### src/rtl/pc_ctrl_pkg.sv
// pc_ctrl_pkg: shared state encoding and default parameters for the PC fetch controller
package pc_ctrl_pkg;
   typedef enum logic [2:0] {
      ST_IDLE, ST_INIT, ST_FETCH, ST_WAIT, ST_ISSUE, ST_UPDATE, ST_HALTED, ST_ERROR
   } state_e;
   localparam int          PC_WIDTH_D     = 32;
   localparam logic [31:0] RESET_VECTOR_D = 32'h0000_0000;
   localparam int          PC_STEP_D      = 4;
   localparam int          MAX_WAIT_D     = 15;
endpackage

### src/rtl/pc_wait_timer.sv
// pc_wait_timer: clear/enable counter whose tc flags the last allowed un-acked wait cycle
module pc_wait_timer #(
   parameter int MAX = 15
) (
   input  logic clk,
   input  logic rst,
   input  logic clr,
   input  logic en,
   output logic tc
);
   localparam int W = $clog2(MAX + 1);
   logic [W-1:0] cnt_q, cnt_d;
   always_comb cnt_d = clr ? '0 : en ? cnt_q + W'(1) : cnt_q;
   always_ff @(posedge clk) begin
      if (rst) cnt_q <= '0;
      else     cnt_q <= cnt_d;
   end
   assign tc = cnt_q == W'(MAX - 1);
endmodule

### src/rtl/pc_fetch_ctrl.sv
// pc_fetch_ctrl: PC fetch sequencer; PC_ALIGN_CHECK_EN adds misaligned-redirect trap and misalign_err
module pc_fetch_ctrl import pc_ctrl_pkg::*; #(
   parameter int                  PC_WIDTH     = PC_WIDTH_D,
   parameter logic [PC_WIDTH-1:0] RESET_VECTOR = PC_WIDTH'(RESET_VECTOR_D),
   parameter int                  PC_STEP      = PC_STEP_D,
   parameter int                  MAX_WAIT     = MAX_WAIT_D
) (
   input  logic                clk,
   input  logic                rst,
   input  logic                start,
   input  logic                halt,
   output logic                imem_req,
   output logic [PC_WIDTH-1:0] imem_addr,
   input  logic                imem_ack,
   input  logic [31:0]         imem_rdata,
   output logic [31:0]         instr,
   output logic                instr_valid,
   input  logic                instr_ready,
   input  logic                redirect_valid,
   input  logic [PC_WIDTH-1:0] redirect_target,
   output logic [PC_WIDTH-1:0] pc_in,
   output logic                pc_ld,
   input  logic [PC_WIDTH-1:0] pc_out,
   output logic [31:0]         instr_count,
   output logic                busy,
   output logic                timeout_err
`ifdef PC_ALIGN_CHECK_EN
   ,output logic               misalign_err
`endif
);
   state_e              state_q, state_d;
   logic [31:0]         instr_q, instr_d, count_q, count_d;
   logic [PC_WIDTH-1:0] next_pc_q, next_pc_d;
   logic                timeout_q, timeout_d, wait_clr, wait_en, wait_tc, bad_tgt;
`ifdef PC_ALIGN_CHECK_EN
   logic                misalign_q, misalign_d;
   assign bad_tgt      = redirect_valid && redirect_target[1:0] != 2'b00;
   assign misalign_d   = misalign_q | (state_q == ST_ISSUE && instr_ready && bad_tgt);
   assign misalign_err = misalign_q;
   always_ff @(posedge clk) begin
      if (rst) misalign_q <= 1'b0;
      else     misalign_q <= misalign_d;
   end
`else
   assign bad_tgt = 1'b0;
`endif
   pc_wait_timer #(.MAX(MAX_WAIT)) u_timer (
      .clk(clk), .rst(rst), .clr(wait_clr), .en(wait_en), .tc(wait_tc)
   );
   always_comb begin
      state_d   = state_q;
      instr_d   = instr_q;
      count_d   = count_q;
      next_pc_d = next_pc_q;
      timeout_d = timeout_q;
      wait_clr  = 1'b0;
      wait_en   = 1'b0;
      case (state_q)
         ST_IDLE:   state_d = start ? ST_INIT : ST_IDLE;
         ST_INIT:   state_d = ST_FETCH;
         ST_FETCH, ST_WAIT: begin
            if (imem_ack) begin
               instr_d = imem_rdata;
               state_d = ST_ISSUE;
            end else if (state_q == ST_FETCH) begin
               wait_clr = 1'b1;
               state_d  = ST_WAIT;
            end else begin
               wait_en = 1'b1;
               if (wait_tc) begin
                  timeout_d = 1'b1;
                  state_d   = ST_ERROR;
               end
            end
         end
         ST_ISSUE: begin
            if (instr_ready && bad_tgt) state_d = ST_ERROR;
            else if (instr_ready) begin
               count_d   = count_q + 32'd1;
               next_pc_d = redirect_valid ? redirect_target : pc_out + PC_WIDTH'(PC_STEP);
               state_d   = ST_UPDATE;
            end
         end
         ST_UPDATE: state_d = halt ? ST_HALTED : ST_FETCH;
         ST_HALTED: state_d = (start && !halt) ? ST_FETCH : ST_HALTED;
         ST_ERROR:  state_d = ST_ERROR;
         default:   state_d = ST_IDLE;
      endcase
   end
   always_ff @(posedge clk) begin
      if (rst) begin
         state_q   <= ST_IDLE;
         instr_q   <= '0;
         count_q   <= '0;
         next_pc_q <= '0;
         timeout_q <= 1'b0;
      end else begin
         state_q   <= state_d;
         instr_q   <= instr_d;
         count_q   <= count_d;
         next_pc_q <= next_pc_d;
         timeout_q <= timeout_d;
      end
   end
   assign imem_req    = state_q == ST_FETCH || state_q == ST_WAIT;
   assign imem_addr   = imem_req ? pc_out : '0;
   assign instr_valid = state_q == ST_ISSUE;
   assign instr       = instr_q;
   assign pc_ld       = state_q == ST_INIT || state_q == ST_UPDATE;
   assign pc_in       = state_q == ST_INIT ? RESET_VECTOR : next_pc_q;
   assign instr_count = count_q;
   assign busy        = !(state_q == ST_IDLE || state_q == ST_HALTED || state_q == ST_ERROR);
   assign timeout_err = timeout_q;
endmodule

### config.mk
export PLATFORM = sky130hd
export DESIGN_NAME = pc_fetch_ctrl
export DESIGN_NICKNAME = d
export VERILOG_FILES = /design/src/rtl/pc_ctrl_pkg.sv /design/src/rtl/pc_wait_timer.sv /design/src/rtl/pc_fetch_ctrl.sv
export SDC_FILE = /design/constraint.sdc
export NUM_CORES = 1
export LEC_CHECK = 0
export ABC_AREA = 1
export CAP_MARGIN = 0
export CELL_PAD_IN_SITES_DETAIL_PLACEMENT = 1
export CELL_PAD_IN_SITES_GLOBAL_PLACEMENT = 1
export CORE_AREA = 2 2 141 143
export CTS_BUF_LIST = sky130_fd_sc_hd__clkbuf_4
export CTS_CLUSTER_DIAMETER = 30
export CTS_CLUSTER_SIZE = 10
export DETAILED_ROUTE_END_ITERATION = 10
export DIE_AREA = 0 0 143 145
export PLACE_DENSITY_LB_ADDON = 0.1
export SLEW_MARGIN = 0
export SYNTH_ARGS = -nofsm -noshare
export SYNTH_HDL_FRONTEND = slang
export SYNTH_HIERARCHICAL = 1
export SYNTH_SLANG_ARGS = --single-unit
### constraint.sdc
create_clock -name clk -period 3.1 [get_ports clk]
set_input_delay 0.465 -clock clk [delete_from_list [all_inputs] [get_ports clk]]
set_output_delay 0.465 -clock clk [all_outputs]
set_load 0.02 [all_outputs]
==> run_results.csv <==
group,metric,value,unit
logic_synthesis,syn_avg_cell_area,6.02,um2
clock_network,cts_max_level,3,
timing,fin_crit_sh,92.4,%
timing,slew_violations,0,
floorplanning,ios,236,
cells_and_area,n_fill_cell,2563,
run,drv_cap,0,
critical_path,worstReg2RegStart,"state_q[2]",
cells_and_area,seq_area,0.00208,mm2
critical_path,worstPathArrival,2.40,ns
logic_synthesis,synth_edf_count,0,
drt,drtPass1Iterations,4,
logic_synthesis,yosysMostFrequentCell,"nand2_1",
floorplanning,fp.dieH,145,um
clock_network,cts-root-buf,"clkbuf_4",
critical_path,critPathLaunch,"state_q[2]",
power_and_ir_drop,p_per_area,307,mW/mm2
clock_network,clkTransAtPathRegs,0.18,ns
hold_path,worstHoldPathType,"register to register",
clock_network,clock_path_buffers,2,
drt,first_iter_violations,274,
logic_synthesis,netlist_area,0.00605,mm2
timing,finClkSkew,0.0142,ns
critical_path,startpoint_type,"register",
floorplanning,die_x,143,um
floorplanning,die_area,0.0207,mm2
logic_synthesis,synth_common_cells,"302 x nand2_1, 157 x nor2_1, 111 x inv_1, 109 x a21oi_1, 104 x dfxtp_1",
clock_network,post_cts.repair.setup_buffers,0,
timing,hold_viol,0,
logic_synthesis,yosys.area.top_type,"dfxtp_1",
clock_network,cts.sink_count,104,
cells_and_area,synthToLayoutAreaGrowth,45.2,%
logic_synthesis,synth_nets,1111,
logic_synthesis,synth_area_leaders,"dfxtp_1 34%, nand2_1 19%, nor2_1 9.7%, a21oi_1 9.0%, inv_1 6.9%",
logic_synthesis,async_flop_share,0,%
place,port_buffers,235,
clock_network,cts_buffers,9,
critical_path,path_buf_inv,4,
global_routing,grt_overflow,0,
critical_path,slowest_stage,"clkdlybuf4s50_1",
clock_network,cts-hold-fix-buffers,0,
drt,drtAntennaViolNets,0,
critical_path,end_kind,"output pin",
timing,max_freq,0.349,GHz
timing,min_period,2.87,ns
timing,rsz0062_at_grt,"false",
timing,slew_headroom,47.7,%
global_routing,grt_max_degree,66,
floorplanning,initial_core_util,31.5,%
outcome,status,"finished, final reports clean",
drt,drc,0,
place,dp_hpwl,17000,um
logic_synthesis,synth.distinct_cells,33,
drt,vias,7085,
hold_path,min_from,"timeout_err",
timing,tightest_slew,0.785,ns
timing,finalSetupViolations,0,
cells_and_area,multiInputGateArea,0.00337,mm2
clock_network,cts_tree,"yes",
critical_path,cpLargestDelayFamily,"buffers and inverters",
drt,wire_per_inst,15.1,um
drt,drt_wl_total,22500,um
clock_network,cts_resized,0,
place,globalplace.congestion,0.843,
clock_network,clk_latency,0.49,ns
floorplanning,rows,51,
global_routing,antenna_found_initial,2,
cells_and_area,drive_above_1_share,4.32,%
critical_path,critical-path-max-stage-delay,0.62,ns
critical_path,crit_type,"register to output pin",
critical_path,r2r_setup_slack,1.18,ns
drt,routed_via_density,4.75,
logic_synthesis,yosysSeqAreaShare,34.4,%
logic_synthesis,synth_seq_cells,104,
power_and_ir_drop,p_total,0.00270,W
power_and_ir_drop,ir_drop,0.000152,V
cells_and_area,final_nets,1328,
timing,whs,0.472,ns
logic_synthesis,synth_top_area_share,34.4,%
global_routing,grt.total_usage,21.8,%
logic_synthesis,syn_inst,1004,
power_and_ir_drop,p_leak,3.53,nW
logic_synthesis,yosysWarnings,6,
logic_synthesis,synth_ff_type,"dfxtp_1",
global_routing,first_global_vias,7144,
critical_path,path_cells,"inv_1 > nand2_1 > buf_4 > nand2_1 > inv_1 > clkdlybuf4s50_1",
critical_path,path_max_fanout,32,
floorplanning,coreArea,0.0192,mm2
global_routing,grt_pass1_wl,36500,um
timing,setup_tns,0,ns
critical_path,required,2.63,ns
[worst paths after layout]
| path | depth (start not counted) | endpoint |
|---|---|---|
| hold / removal | 2 | timeout_err |
| setup reg to reg | 8 | instr[31] |
| setup / recovery | 6 | pc_in[19] |
| hold reg to reg | 2 | timeout_err |
[metal layers]
layer  wire length (um)  global-route usage, %  up-vias
met5                 10                      0        -
met4                432                   5.64        2
met3               1250                   5.54       30
met2              10700                   36.9      162
met1              10200                   27.4     3294
li1                   -                      -     3597
[cell type report]
cell class                      count  share of cell area, %
Clock inverter                      7                  0.698
Sequential cell                   104                   23.7
Multi-Input combinational cell    745                   38.4
Inverter                          114                   4.87
Timing Repair Buffer              247                   27.8
Clock buffer                        9                  0.769
Tap cell                          265                   3.78
Antenna cell                        1                 0.0285
[kinds of logic (layout without fill, tap and decap cells)]
logic type / Yosys count / after routing / synth area share, %
buffers and inverters: 155 / 377 / 9.81
flip-flops: 104 / 104 / 34.4
XOR/XNOR: 11 / 11 / 1.59
AND/OR/NAND/NOR: 571 / 571 / 39.8
AO/OA/AOI/OAI: 159 / 159 / 13.5
adder cells (fa/ha/maj): 4 / 4 / 0.828
other: 0 / 1 / 0
[cell usage in the layout, fill, tap and decap left out, types with 10 or more instances in the layout]
cell             instances
clkdlybuf4s50_1        234
inv_1                  111
o21ai_0                 40
nor2_1                 157
buf_4                   12
a21oi_1                109
nand2_1                302
xor2_1                  10
dfxtp_1                104
nand3_1                 73
[report_power, final]
group          internal, W  total [W]  switching (W)
Clock             0.000182   0.000726       0.000543
Combinational     0.000266   0.000588       0.000322
Sequential         0.00136    0.00138      0.0000180
[registers in the layout, summed over array words and instances, names as in the netlist]
register,flops
u_timer/cnt_q,4
timeout_err,1
instr,32
next_pc_q,32
state_q,3
instr_count,32
[worst register-to-register path: stages, from the launching register on]
cell	delay [ns]
dfxtp_1	0.52
inv_1	0.13
nand2_2	0.14
inv_2	0.06
buf_4	0.24
nand2_2	0.19
buf_4	0.33
nand2_1	0.10
a21oi_1	0.14
[per-stage QoR]
stage	cell area [um2]	setup slack, ns	std cells	utilization [%]
final	8780	0.235	1492	45.7
after detailed placement	8650	0.719	1475	45.0
after global routing	8780	0.0489	1492	45.7
after CTS	8780	0.163	1491	45.7
after global placement	8650	0.732	1475	45.0
after floorplan	6050	1.22	1004	-
Power figures use the tool's default switching activity.
==> RTL edit 1, RTL diff (same flow settings) <==
The 8 states of `state_e` get a one-hot encoding in 8 bits.
--- a/src/rtl/pc_ctrl_pkg.sv
+++ b/src/rtl/pc_ctrl_pkg.sv
@@ -2,4 +2,4 @@
 package pc_ctrl_pkg;
-   typedef enum logic [2:0] {
-      ST_IDLE, ST_INIT, ST_FETCH, ST_WAIT, ST_ISSUE, ST_UPDATE, ST_HALTED, ST_ERROR
+   typedef enum logic [7:0] {
+      ST_IDLE = 8'b00000001, ST_INIT = 8'b00000010, ST_FETCH = 8'b00000100, ST_WAIT = 8'b00001000, ST_ISSUE = 8'b00010000, ST_UPDATE = 8'b00100000, ST_HALTED = 8'b01000000, ST_ERROR = 8'b10000000
    } state_e;
Check against the original RTL: same outputs for any inputs over 10 cycles, from zero or initial values and one cycle with rst high; not proved beyond that.
==> RTL edit 1 against the original RTL <==
Sequential cell count rose by 5. Worst setup slack got worse by 0.042 ns. Synthesized area rose by 6.0%. Global-route usage rose by 0.73 points. Routed wire length rose by 4.3%. Via count rose by 4.3%. Non-clock buffer count rose by 1. Final area rose by 4.1%. Power fell by 5.5%. Clock skew rose by 0.0035 ns. Critical path type unchanged. Critical endpoint is now imem_addr[5].
==> RTL edit 1: results (changes against the original RTL) <==
| Metric | Value |
|---|---|
| Drt via density | 4.75 (about the same) |
| Clk_skew | 0.0177 ns (+0.00352 ns) |
| R2R depth | 9 (+1) |
| RR Startpoint | state_q[4] |
| Top cells by area, synth | dfxtp_1 34%, nand2_1 18%, nor2_1 13%, a21oi_1 8.0%, inv_1 6.6% |
| GRT Total Usage | 22.5% (+0.73 points) |
| Worst r2r dst | instr[27] |
| Sequential area share after synthesis | 34.0% (-0.39 points) |
| Synth cell types | 28 (-15%) |
| Capture point of the worst path | imem_addr[5] |
| Peak VDD IR | 0.146 mV (-3.3%) |
| Status | complete, no violations |
| Post-place instance area | 8920 um2 (+3.1%) |
| GPL Wtd Cong | 0.875 (+3.8%) |
| DPL Wire Length | 17,900 um (+5.3%) |
| Hold Path Class | input port to flip-flop |
| Critical Path AT | 2.44 ns (+0.04 ns) |
| Post-Route WL | 23,500 um (+4.3%) |
| Share of layout cells above drive strength 1 | 4.11% (-0.21 points) |
| Largest net degree at the start of global routing | 48 (-27%) |
| Static Leak | 3.66 nW (+3.9%) |
| Worst rel slew slack | 54.6% (+7.0 points) |
| Vias in the first global route | 7,409 (+3.7%) |
| Iter 0 DRT Violations | 311 (+14%) |
| Top cells by count, synth | 300 x nand2_1, 216 x nor2_1, 112 x inv_1 |
-- RTL edit 1: cell count changes after synthesis, moves of 6 or more --
cell	change
nor2_2	+7
clkbuf_1	-6
buf_6	+7
buf_1	-6
buf_2	+7
a21oi_1	-6
nor2_1	+59
-- RTL edit 1: kinds of logic (layout without fill, tap and decap cells) --
group                      count (synthesis)  after routing  share of synthesized area, %
adders and majority gates                  4              4                         0.781
AOI/OAI and AO/OA                        149            149                          11.9
and+or+nand+nor                          636            636                          41.1
xor gates and xnor gates                  11             11                          1.50
other                                      0              2                             0
buffers and inverters                    161            380                          10.7
DFF                                      109            109                          34.0
-- RTL edit 1: final cells by class --
| class | instances | area [um2] |
|---|---|---|
| tap | 265 | 332 |
| timing repair buffer | 248 | 2490 |
| clock inverter | 7 | 87.6 |
| antenna | 2 | 5.00 |
| sequential | 109 | 2180 |
| fill | 2574 | 10100 |
| inverter | 116 | 438 |
| multi-input combinational | 800 | 3540 |
| clock buffer | 9 | 67.6 |
-- RTL edit 1: report_power, final --
part	switching [W]	leakage, nW	internal, W	total [W]
clock network	0.000549	0.0785	0.000265	0.000815
logic	0.000165	2.71	0.000159	0.000324
registers	0.00000275	0.878	0.00141	0.00141
total	0.000717	3.66	0.00183	0.00255
-- RTL edit 1: per-stage QoR --
step	utilization [%]	hold WS [ns]	power [W]	worst slack, ns	cells
finish	47.6	0.285	0.00255	0.193	1556
detailed placement	46.4	0.452	0.00176	0.525	1536
global route	47.6	0.275	0.00268	0.00655	1556
global placement	46.4	0.445	0.00176	0.591	1536
CTS	47.3	0.242	0.00259	0.0499	1552
floorplan	-	0.445	0.00156	1.17	1070
-- RTL edit 1: worst min path at each step --
stage | startpoint | to | slack [ns] | depth (start not counted)
2_1_floorplan | next_pc_q[14] | next_pc_q[14] | 0.44 | 2
3_3_place_gp | timeout_err | timeout_err | 0.44 | 2
3_5_place_dp | instr[2] | instr[2] | 0.45 | 2
4_1_cts | rst | state_q[7] | 0.24 | 4
5_1_grt | rst | state_q[7] | 0.27 | 4
6_report | rst | state_q[7] | 0.29 | 4
-- RTL edit 1: routing by layer --
| metal | global-route usage (%) | share of wire [%] |
|---|---|---|
| met1 | 28.0 | 45 |
| met2 | 39.7 | 49 |
| met3 | 4.88 | 4.3 |
| met4 | 4.90 | 1.8 |
| met5 | 0 | 0 |
-- RTL edit 1: timing repair --
item                                    in CTS  in global routing
endpoints found under the setup margin      26                 63
endpoints found under the hold margin        0                  0
gates resized for setup                      2                 16
setup buffers                                0                  2
-- RTL edit 1: worst min-delay path, cell delays in order --
cell     delay, ns
buf_2         0.11
inv_1         0.07
nand2_1       0.07
nor2_1        0.04
==> RTL edit 2, RTL diff (same settings) <==
Without the edit above. Add a define of `PC_ALIGN_CHECK_EN`.
--- a/src/rtl/pc_fetch_ctrl.sv
+++ b/src/rtl/pc_fetch_ctrl.sv
@@ -1,2 +1,4 @@
 // pc_fetch_ctrl: PC fetch sequencer; PC_ALIGN_CHECK_EN adds misaligned-redirect trap and misalign_err
+`define PC_ALIGN_CHECK_EN
+
 module pc_fetch_ctrl import pc_ctrl_pkg::*; #(
Function (old outputs only; new: misalign_err): changed (a bounded check fails within 10 cycles, from zero or initial values and one cycle with rst high).
==> RTL edit 2 against the original RTL <==
Final area increased by 1.3%. Fmax rose by 0.41%. Via count is 1.4% higher. Sequential share of layout area decreased by 0.082 points. Synthesized area rose by 1.9%. Register-to-register slack improved by 0.03 ns. Synthesized cell count is 3.0% higher. Power grew 8.8%. Sequential cell count up 1. Routed wire length up 2.2%. Critical path type unchanged. Worst setup slack better by 0.012 ns.
==> RTL edit 2: results (changes against the original RTL) <==
| Metric | Value |
|---|---|
| Status | complete, no violations |
| NumNets Final | 1,356 (+2.1%) |
| Iter 0 DRT Violations | 282 (+2.9%) |
| Critical path's slowest cell | clkdlybuf4s50_1 |
| Worst rel slew slack | 41.3% (-6.4 points) |
| Vias in the first global route | 7,028 (-1.6%) |
| Synth cell types | 31 (-6.1%) |
| Top cells by area, synth | dfxtp_1 34%, nand2_1 19%, nor2_1 11%, a21oi_1 8.5%, inv_1 6.9% |
| Met3 Use GR | 6.01% (+0.46 points) |
| Peak VDD IR | 0.230 mV (+52%) |
| Sequential area share after synthesis | 34.1% (-0.31 points) |
| Seq group | 0.00142 W (+3%) |
| Largest net degree at the start of global routing | 68 (+3.0%) |
| Adder-cell share of the synthesized area | 0.813% (-0.015 points) |
| Crit Path Max Fanout | 33 (+3.1%) |
| DPL Wire Length | 17,600 um (+3.5%) |
| Compound-Gate Fraction of Synth Area | 12.7% (-0.82 points) |
| First-pass GRT wire length | 36,900 um (+1.1%) |
| Filler cells | 2,567 (+0.16%) |
| Static Leak | 3.58 nW (+1.4%) |
| XOR/XNOR Fraction of Synth Area | 1.99% (+0.40 points) |
| Syn nets | 1,141 (+2.7%) |
| Top cells by count, synth | 310 x nand2_1, 175 x nor2_1, 113 x inv_1 |
| Port Buffers | 236 (+0.43%) |
| GR Util met2 | 36.6% (-0.36 points) |
| Post-place instance area | 8750 um2 (+1.1%) |
| Share of layout cells above drive strength 1 | 3.75% (-0.57 points) |
| GPL Wtd Cong | 0.886 (+5.2%) |
| GRT Total Usage | 22.2% (+0.37 points) |
| Vias | 7,183 (+1.4%) |
| Internal power | 0.00198 W (+9.0%) |
| Met1 Use GR | 29.1% (+1.7 points) |
[RTL edit 2: through the flow]
step                      power [W]  worst slack, ns  utilization, %  std cells
after floorplan             0.00181             1.13               -       1034
after global placement      0.00220            0.671            45.5       1503
after detailed placement    0.00221            0.650            45.5       1503
after CTS                   0.00299            0.167            46.3       1518
after global routing        0.00310           0.0330            46.3       1520
final                       0.00293            0.246            46.3       1520
[RTL edit 2: final cells by class]
class,instances,share of cell area (%)
Sequential cell,105,23.6
Multi-Input combinational cell,771,38.7
Timing Repair Buffer,247,27.4
Clock buffer,9,0.759
Inverter,115,4.85
Clock inverter,6,0.858
Antenna cell,2,0.0563
Tap cell,265,3.73
[RTL edit 2: final timing paths]
kind / from / end / slack (ns) / cells after the start
worst max-delay path: state_q[0] / busy / 0.25 / 6
worst min-delay path: instr[15] / instr[15] / 0.47 / 2
worst min register to register: instr[15] / instr[15] / 0.47 / 2
worst max register to register: state_q[1] / u_timer/cnt_q[3] / 1.21 / 11
[RTL edit 2: logic make-up (layout without fill, tap and decap cells)]
logic type | count (synthesis) | count (layout)
compound gates | 153 | 153
buf+inv | 158 | 377
simple gates | 600 | 600
fa+ha+maj | 4 | 4
other cells | 0 | 2
flops | 105 | 105
xor+xnor | 14 | 14
[RTL edit 2: per-layer routing]
layer  part of all wire [%]  vias to the layer above  wire, um
met5                      0                        -         0
met4                    1.2                        0       268
met3                    5.4                       16      1250
met2                     47                      146     10800
met1                     46                     3347     10700
li1                       -                     3674         -
[RTL edit 2: worst max-delay path, delay by kind of cell, from the launching register on]
kind                   cells  cell delay, ns
buffers and inverters      3            1.01
flip-flops                 1            0.51
AND/OR/NAND/NOR            3            0.39
